===== src/rtl/qif_spike_monitor_if.sv =====
// ISI stream from the spike monitor: FIFO head with a valid/ready handshake.
// The master drives data/valid and the slave drives ready.
interface qif_spike_monitor_if #(
  parameter int ISI_W = 16
);
  logic [ISI_W-1:0] isi_data;
  logic             isi_valid;
  logic             isi_ready;

  modport master (output isi_data, output isi_valid, input isi_ready);
  modport slave  (input isi_data, input isi_valid, output isi_ready);
endinterface


===== src/rtl/qif_spike_monitor.sv =====
// Spike monitor: measures inter-spike intervals into a small FIFO and counts spikes per fixed window.
// Only rising edges of spike_in count, and all outputs are registered.
module qif_spike_monitor #(
  parameter int ISI_W      = 16,
  parameter int CNT_W      = 8,
  parameter int WIN_CYCLES = 1000,
  parameter int FIFO_DEPTH = 4
) (
  input  logic                        clk,
  input  logic                        rst,
  input  logic                        enable,
  input  logic                        spike_in,
  qif_spike_monitor_if.master         isi,
  output logic [CNT_W-1:0]            rate_count,
  output logic                        rate_valid,
  output logic                        overflow,
  output logic [$clog2(FIFO_DEPTH):0] fifo_level
);
  localparam int AW = $clog2(FIFO_DEPTH);
  localparam int WW = $clog2(WIN_CYCLES);
  localparam logic [WW-1:0] WIN_LAST = WW'(WIN_CYCLES - 1);
  localparam logic [AW:0]   FULL_LVL = (AW + 1)'(FIFO_DEPTH);

  typedef enum logic {S_IDLE, S_ARMED} state_t;

  function automatic logic [ISI_W-1:0] isi_sat_inc(input logic [ISI_W-1:0] v);
    return (&v) ? v : v + ISI_W'(1);
  endfunction

  function automatic logic [CNT_W-1:0] cnt_sat_add(input logic [CNT_W-1:0] v, input logic inc);
    return (inc && !(&v)) ? v + CNT_W'(1) : v;
  endfunction

  state_t           r_state, w_state_nxt;
  logic             r_spike_q;
  logic             w_edge, w_push, w_pop, w_full, w_wr_en;
  logic [ISI_W-1:0] r_isi_cnt, r_isi_data;
  logic [ISI_W-1:0] r_mem [FIFO_DEPTH];
  logic [AW-1:0]    r_wr_ptr, r_rd_ptr, w_rd_ptr_nxt;
  logic [AW:0]      r_level, w_level_nxt;
  logic             r_isi_valid;
  logic [WW-1:0]    r_win_cnt;
  logic [CNT_W-1:0] r_spk_cnt, r_rate_count;
  logic             r_rate_valid, r_overflow;

  assign w_edge       = spike_in & ~r_spike_q;
  assign w_push       = enable && w_edge && (r_state == S_ARMED);
  assign w_pop        = r_isi_valid && isi.isi_ready;
  assign w_full       = (r_level == FULL_LVL);
  assign w_wr_en      = w_push && (!w_full || w_pop);
  assign w_rd_ptr_nxt = w_pop ? r_rd_ptr + AW'(1) : r_rd_ptr;

  always_comb begin
    w_state_nxt = r_state;
    if (!enable)
      w_state_nxt = S_IDLE;
    else if ((r_state == S_IDLE) && w_edge)
      w_state_nxt = S_ARMED;
  end

  always_comb begin
    w_level_nxt = r_level;
    case ({w_wr_en, w_pop})
      2'b10:   w_level_nxt = r_level + (AW + 1)'(1);
      2'b01:   w_level_nxt = r_level - (AW + 1)'(1);
      default: w_level_nxt = r_level;
    endcase
  end

  // Edge detect, interval FSM and interval counter
  always_ff @(posedge clk or negedge rst) begin
    if (!rst) begin
      r_spike_q <= 1'b0;
      r_state   <= S_IDLE;
      r_isi_cnt <= '0;
    end else begin
      r_spike_q <= spike_in;
      r_state   <= w_state_nxt;
      if (!enable)
        r_isi_cnt <= '0;
      else if (w_edge)
        r_isi_cnt <= ISI_W'(1);
      else if (r_state == S_ARMED)
        r_isi_cnt <= isi_sat_inc(r_isi_cnt);
    end
  end

  // FIFO storage and control
  always_ff @(posedge clk) begin
    if (w_wr_en)
      r_mem[r_wr_ptr] <= r_isi_cnt;
  end

  always_ff @(posedge clk or negedge rst) begin
    if (!rst) begin
      r_wr_ptr    <= '0;
      r_rd_ptr    <= '0;
      r_level     <= '0;
      r_isi_valid <= 1'b0;
      r_isi_data  <= '0;
      r_overflow  <= 1'b0;
    end else begin
      if (w_wr_en)
        r_wr_ptr <= r_wr_ptr + AW'(1);
      r_rd_ptr    <= w_rd_ptr_nxt;
      r_level     <= w_level_nxt;
      r_isi_valid <= (w_level_nxt != '0);
      // Head register sees the same-cycle write when the new head is the slot being written.
      if (w_level_nxt != '0)
        r_isi_data <= (w_wr_en && (w_rd_ptr_nxt == r_wr_ptr)) ? r_isi_cnt : r_mem[w_rd_ptr_nxt];
      if (w_push && w_full && !w_pop)
        r_overflow <= 1'b1;
    end
  end

  // Rate window; an edge on the last window cycle belongs to the ending window
  always_ff @(posedge clk or negedge rst) begin
    if (!rst) begin
      r_win_cnt    <= '0;
      r_spk_cnt    <= '0;
      r_rate_count <= '0;
      r_rate_valid <= 1'b0;
    end else begin
      r_rate_valid <= 1'b0;
      if (!enable) begin
        r_win_cnt <= '0;
        r_spk_cnt <= '0;
      end else if (r_win_cnt == WIN_LAST) begin
        r_win_cnt    <= '0;
        r_spk_cnt    <= '0;
        r_rate_count <= cnt_sat_add(r_spk_cnt, w_edge);
        r_rate_valid <= 1'b1;
      end else begin
        r_win_cnt <= r_win_cnt + WW'(1);
        r_spk_cnt <= cnt_sat_add(r_spk_cnt, w_edge);
      end
    end
  end

  assign isi.isi_data  = r_isi_data;
  assign isi.isi_valid = r_isi_valid;
  assign rate_count    = r_rate_count;
  assign rate_valid    = r_rate_valid;
  assign overflow      = r_overflow;
  assign fifo_level    = r_level;
endmodule

===== src/flat_wrapper.sv =====
// flat-port wrapper written by rule: the top's interface ports become plain ports
module qif_spike_monitor_flat 
#(
  parameter int ISI_W      = 16,
  parameter int CNT_W      = 8,
  parameter int WIN_CYCLES = 1000,
  parameter int FIFO_DEPTH = 4
)
  (clk, rst, enable, spike_in, rate_count, rate_valid, overflow, fifo_level, isi_isi_data, isi_isi_valid, isi_isi_ready);
  qif_spike_monitor_if #(.ISI_W(ISI_W)) isi_i ();
  input  logic clk;
  input  logic rst;
  input  logic enable;
  input  logic spike_in;
  output logic [CNT_W-1:0] rate_count;
  output logic rate_valid;
  output logic overflow;
  output logic [$clog2(FIFO_DEPTH):0] fifo_level;
  output wire logic [$bits(isi_i.isi_data)-1:0] isi_isi_data;
  output wire logic [$bits(isi_i.isi_valid)-1:0] isi_isi_valid;
  input wire logic [$bits(isi_i.isi_ready)-1:0] isi_isi_ready;
  assign isi_isi_data = isi_i.isi_data;
  assign isi_isi_valid = isi_i.isi_valid;
  assign isi_i.isi_ready = isi_isi_ready;
  qif_spike_monitor #(.ISI_W(ISI_W), .CNT_W(CNT_W), .WIN_CYCLES(WIN_CYCLES), .FIFO_DEPTH(FIFO_DEPTH)) u_core (.clk(clk), .rst(rst), .enable(enable), .spike_in(spike_in), .isi(isi_i), .rate_count(rate_count), .rate_valid(rate_valid), .overflow(overflow), .fifo_level(fifo_level));
endmodule

===== config.mk =====
export PLATFORM = sky130hd
export DESIGN_NAME = qif_spike_monitor_flat
export DESIGN_NICKNAME = d
export VERILOG_FILES = /design/src/rtl/qif_spike_monitor_if.sv /design/src/rtl/qif_spike_monitor.sv /design/src/flat_wrapper.sv
export SDC_FILE = /design/constraint.sdc
export NUM_CORES = 1
export LEC_CHECK = 0
export ABC_CLOCK_PERIOD_IN_PS = 3350
export BUFFER_PORTS_ARGS = -buffer_cell sky130_fd_sc_hd__buf_2
export CAP_MARGIN = 30
export CORE_MARGIN = 4
export CORE_UTILIZATION = 60
export DETAILED_ROUTE_END_ITERATION = 7
export GPL_ROUTABILITY_DRIVEN = 0
export MAX_ROUTING_LAYER = met4
export PLACE_DENSITY = 0.74
export SYNTH_ARGS = -nofsm -noshare
export SYNTH_HDL_FRONTEND = slang
export SYNTH_SLANG_ARGS = --single-unit
export TNS_END_PERCENT = 20

===== constraint.sdc =====
create_clock -name clk -period 3.35 [get_ports clk]
set_input_delay 0.5025 -clock clk [delete_from_list [all_inputs] [get_ports clk]]
set_output_delay 0.5025 -clock clk [all_outputs]
set_load 0.03 [all_outputs]

# Word-level counts from Yosys, hierarchy flattened
# Memories as Yosys holds them, arrays and structs flattened. A register that Yosys moved wholly into a read port is not among the register bits.
# Index checks and enable logic that the tools add are counted.
# totals
out_inout_bits	30
regBits	54
latchBits	0
elab_cells	65
rom_bits	0
ramBits	64
in_bits	5
memories	1
# classes
add_sub_neg	7
reduce_logical	18
div	0
bitwise_logic	3
n_eq_ne	7
mul	0
n_lt_le_gt_ge	0
n_shift	0
muxes	17
# memory_table
name	words	width	read_ports	rd_ports_with_merged_regs	wr	line_no	rtl
u_core.r_mem	4	16	1	1	1	qif_spike_monitor.sv:38	logic [ISI_W-1:0] r_mem [FIFO_DEPTH];
# ops
operator	count
16-bit 2-to-1 mux	4
8-bit 2-to-1 mux	3
10-bit 2-to-1 mux	2
16-bit by 1-bit adder with 16-bit output (second input constant)	1
16-bit AND reduction	1
10-bit by 1-bit adder with 10-bit output (second input constant)	1
10-bit equality test (second input constant)	1
8-bit by 1-bit adder with 8-bit output (second input constant)	1
1-bit logical AND	8
8-bit AND reduction	1
1-bit 2-to-1 mux	6
3-bit one-hot mux with 2 select lines	1
2-bit by 1-bit adder with 2-bit output (second input constant)	2
1-bit zero test	4
2-bit AND reduction	2
3-bit by 1-bit adder with 3-bit output (second input constant)	1
3-bit equality test (second input constant)	1
3-bit by 1-bit != test with 1-bit output (second input constant)	1
3-bit by 2-bit != test with 1-bit output (second input constant)	1
3-bit nonzero test	1
3-bit by 1-bit subtractor with 3-bit output (second input constant)	1
2-bit by 1-bit equality test with 1-bit output (second input constant)	1
2-bit equality test (second input constant)	1
2-bit 2-to-1 mux	1
4 further kinds	5

# Logic depth before layout (Yosys ltp)
# logic_depth
word_depth	8
mapped_depth	11

# Worst setup path before layout
# Ideal clock, no wire load.
# synth_timing
path_type	input to register
startpoint	input enable
endpoint	register u_core.r_isi_data[10], in the netlist u_core.isi.isi_data[10], read port of u_core.r_mem
stages	11
setup_ps	131
required_ps	3219
path_buffers	3
arrival_time_ps	2407
setup_slack_ps	813
path_cell_list	and4b_1 buf_6 nor2_1 fa_1 nand4bb_1 mux2i_1 a21oi_2 and2_4 buf_6 buf_6 a31oi_2
# synth_via
elab_chain_cells	6
# synth_lines
item	line_no	rtl
from (decl)	flat_wrapper.sv:13	input logic enable;
1-bit logical AND * (2 in series)	qif_spike_monitor.sv:47	assign w_push = enable && w_edge && (r_state == S_ARMED);
1-bit logical AND *	qif_spike_monitor.sv:50	assign w_wr_en = w_push && (!w_full || w_pop);
2-bit by 1-bit equality test with 1-bit output or 2-bit equality test (tied branches)	qif_spike_monitor.sv:63	case ({w_wr_en, w_pop})
3-bit one-hot mux with 2 select lines *	qif_spike_monitor.sv:63	
3-bit nonzero test *	qif_spike_monitor.sv:109	if (w_level_nxt != '0)
to (decl)	qif_spike_monitor.sv:37	logic [ISI_W-1:0] r_isi_cnt, r_isi_data;
# Every way passes the cells marked *; elsewhere a longest branch is shown, timed or not.
# A chain may end at the register's enable or synchronous reset.

# Final worst setup path
# layout_timing
startpoint	register u_core.r_spike_q
endpoint	register u_core.r_isi_data[15], in the netlist u_core.isi.isi_data[15], read port of u_core.r_mem
# layout_via
elab_chain_cells	8
# layout_lines
item	line_no	rtl
from (decl)	qif_spike_monitor.sv:35	logic r_spike_q;
from (signal assigned)	qif_spike_monitor.sv:77	r_spike_q <= spike_in;
1-bit NOT *	qif_spike_monitor.sv:46	assign w_edge = spike_in & ~r_spike_q;
1-bit bitwise AND *	qif_spike_monitor.sv:46	
1-bit logical AND * (2 in series)	qif_spike_monitor.sv:47	
1-bit logical AND *	qif_spike_monitor.sv:50	
2-bit by 1-bit equality test with 1-bit output or 2-bit equality test (tied branches)	qif_spike_monitor.sv:63	
3-bit one-hot mux with 2 select lines *	qif_spike_monitor.sv:63	
3-bit nonzero test *	qif_spike_monitor.sv:109	
# Marks and branches as above.

==> impl_metrics.ini <==
[outcome]
status = finished clean

[clock_tree]
cts_tree = done
cts.clk_slew.worst_paths_ps = 60
cts_root_buf = clkbuf_8
htreeDepth = 4
clkSinkCount = 134
cts_made_buffers = 17
clk_latency_ps = 540
post_cts_resized = 0
cts_buffer_depth = 2

[yosys]
seq_area_frac_synth = 0.553
yosys-top-cells-count = dfrtp_1, edfxtp_1, a21oi_1, nor2_1, nand2_1
yosysTopAreaCell = edfxtp_1
syn_nets = 584
yosys_warnings = 0
synth_ff_type = dfrtp_1
synth_top_area_frac = 0.289
syn_inst = 571
postSynthAreaPerCell_um2 = 11.6
synth.most_common_cell = dfrtp_1
ys_ff_latch = 134
yosysUniqueCellTypes = 68
synth-edff-count = 64
async_flop_share = 0.522
synth_area_mm2 = 0.00665
synth.area.top_cells = edfxtp_1, dfrtp_1, a21oi_1

[global_route]
groute.usage.overall = 0.241
grt_max_degree = 58
grt_pass1_vias = 4722
grt_pass1_wl_um = 23600
antenna_found_initial = 0
overflow = 0

[finish]
diodes = 0
final_cells = 751
finalNetCount = 611
multi_input_area_mm2 = 0.00266
regArea_mm2 = 0.00367
post-route-util = 0.680
syn2layout_area_growth_pct = 10.9
fill_cells = 793
drive_gt1_frac = 0.211

[placed_design]
dpl_worst_slack_ps = 352
numPortBuffers = 34
place_inst = 718
dp_hpwl_um = 9230

[hold_path]
min-delay-start = spike_in
hold_depth = 1
holdPathEnd = u_core.r_spike_q
holdCritPathClass = in -> reg

[drt]
post_drt_wl_per_cell_um = 18.8
detail-route-antenna-nets = 0
routed_wl_um = 14100
drc = 0
vias = 4781
drtIter0Drc = 451
routed_via_density = 6.37
firstDrtPassIters = 5

[critical_path]
reg2reg_to = u_core.isi.isi_data[15]
crit_buf_inv = 0
cp_top_family = compound AO/OA/AOI/OAI gates
endpoint_kind = register
crit_path_cell_trace = and4b_1 > nor2_1 > fa_1 > o211a_1 > o211ai_2 > a211o_1 > and2_4 > a31oi_2
worstSetupStartpointType = register
r2r_start = u_core.r_spike_q
critPathKind = reg -> reg
reg2reg_depth = 8
rrSetupSlack_ps = 590
cp_slowest_cell = fa_1
crit_fanout = 17
required_ps = 3750
critPathMaxStageDelay_ps = 470
critical_path_arrival_ps = 3160

[timing]
fin_setup_tns_ps = 0
timing.fmax_mhz = 363
period_share = 0.823
worstMarginPinSlew_ps = 811
skew_ps = 10.1
finalHoldViolCount = 0
rsz0062_at_grt = false
fin_crit_ps = 2760
final-setup-viol-count = 0
fin_ws_ps = 592
maxSlewViolCount = 0
slew-limit-headroom = 0.460

[die]
start_util = 0.613
pin_count = 35
core_area_mm2 = 0.0108
num_rows = 38
die-area_mm2 = 0.0128
die_w_um = 113
die_h_um = 113

[pwr]
p_per_area_mw_per_mm2 = 812
leakage_uw = 0.00277
vdd_drop_max_uv = 613

[flow_run]
drv_cap = 0
-- placed cells by master (no fill, tap or decap), types with 9 or more instances in the layout --
master,count
o22ai_1,16
a21oi_1,47
edfxtp_1,64
o221ai_2,10
nor2_1,39
buf_4,10
a31oi_2,9
clkbuf_16,16
dfrtp_1,69
or3_1,11
buf_2,34
nand3_1,24
nor3_1,20
nand2_1,35
o21ai_0,34
xnor2_1,9
and2_1,12
mux2_2,17
o221ai_1,22
-- how the worst max path moves through the flow --
stage | start | end | cells after the start
finish | u_core.r_spike_q | u_core.isi.isi_data[15] | 8
global route | u_core.r_spike_q | u_core.isi.isi_data[15] | 8
CTS | u_core.r_spike_q | u_core.isi.isi_data[15] | 8
detailed placement | enable | u_core.isi.isi_data[4] | 9
global placement | enable | u_core.isi.isi_data[5] | 9
floorplan | enable | u_core.isi.isi_data[10] | 11
-- per-stage QoR --
step	hold WS (ps)	total power (uW)	area (um2)
CTS	87.6	6010	7370
global placement	309	4160	6780
detailed placement	310	4230	6780
global route	108	6300	7370
finish	115	5990	7370
floorplan	207	3910	6650
-- per-layer routing --
layer,vias to the layer above,part of all wire,track usage
li1,2236,-,-
met1,2362,0.44,0.309
met2,155,0.48,0.376
met3,28,0.057,0.0583
met4,0,0.016,0.0913
met5,-,0,-
-- registers in the layout, summed over array words and instances, names as in the netlist, 2 cells and up --
register	cells
u_core.r_win_cnt	10
u_core.rate_count	8
u_core.r_spk_cnt	8
u_core.r_mem	64
u_core.r_rd_ptr	2
u_core.r_isi_cnt	16
u_core.fifo_level	3
u_core.r_wr_ptr	2
u_core.isi.isi_data	16
-- layout make-up --
type,instances,area share
timing repair buffer,45,0.0346
multi-input combinational,392,0.361
inverter,8,0.00407
clock inverter,12,0.0165
clock buffer,20,0.0618
sequential,134,0.499
tap,140,0.0238
-- power breakdown --
| part | switching [uW] | total, uW | internal (uW) |
|---|---|---|---|
| clock network | 724 | 1780 | 1050 |
| registers | 177 | 2080 | 1910 |
| logic | 1360 | 2130 | 766 |
| total | 2260 | 5990 | 3720 |
-- logic make-up after synthesis --
family | count (synthesis) | synth area share
compound gates | 174 | 0.193
simple gates | 172 | 0.133
mux | 20 | 0.0333
fa+ha+maj | 8 | 0.0162
buf+inv | 45 | 0.0471
flops | 134 | 0.553
xor+xnor | 18 | 0.0249
-- what timing repair did --
item,4_1_cts,5_1_grt
setup buffers,0,0
endpoints found under the hold margin,1,0
hold buffers,1,0
Note: power is estimated with default switching activity, not from simulation.
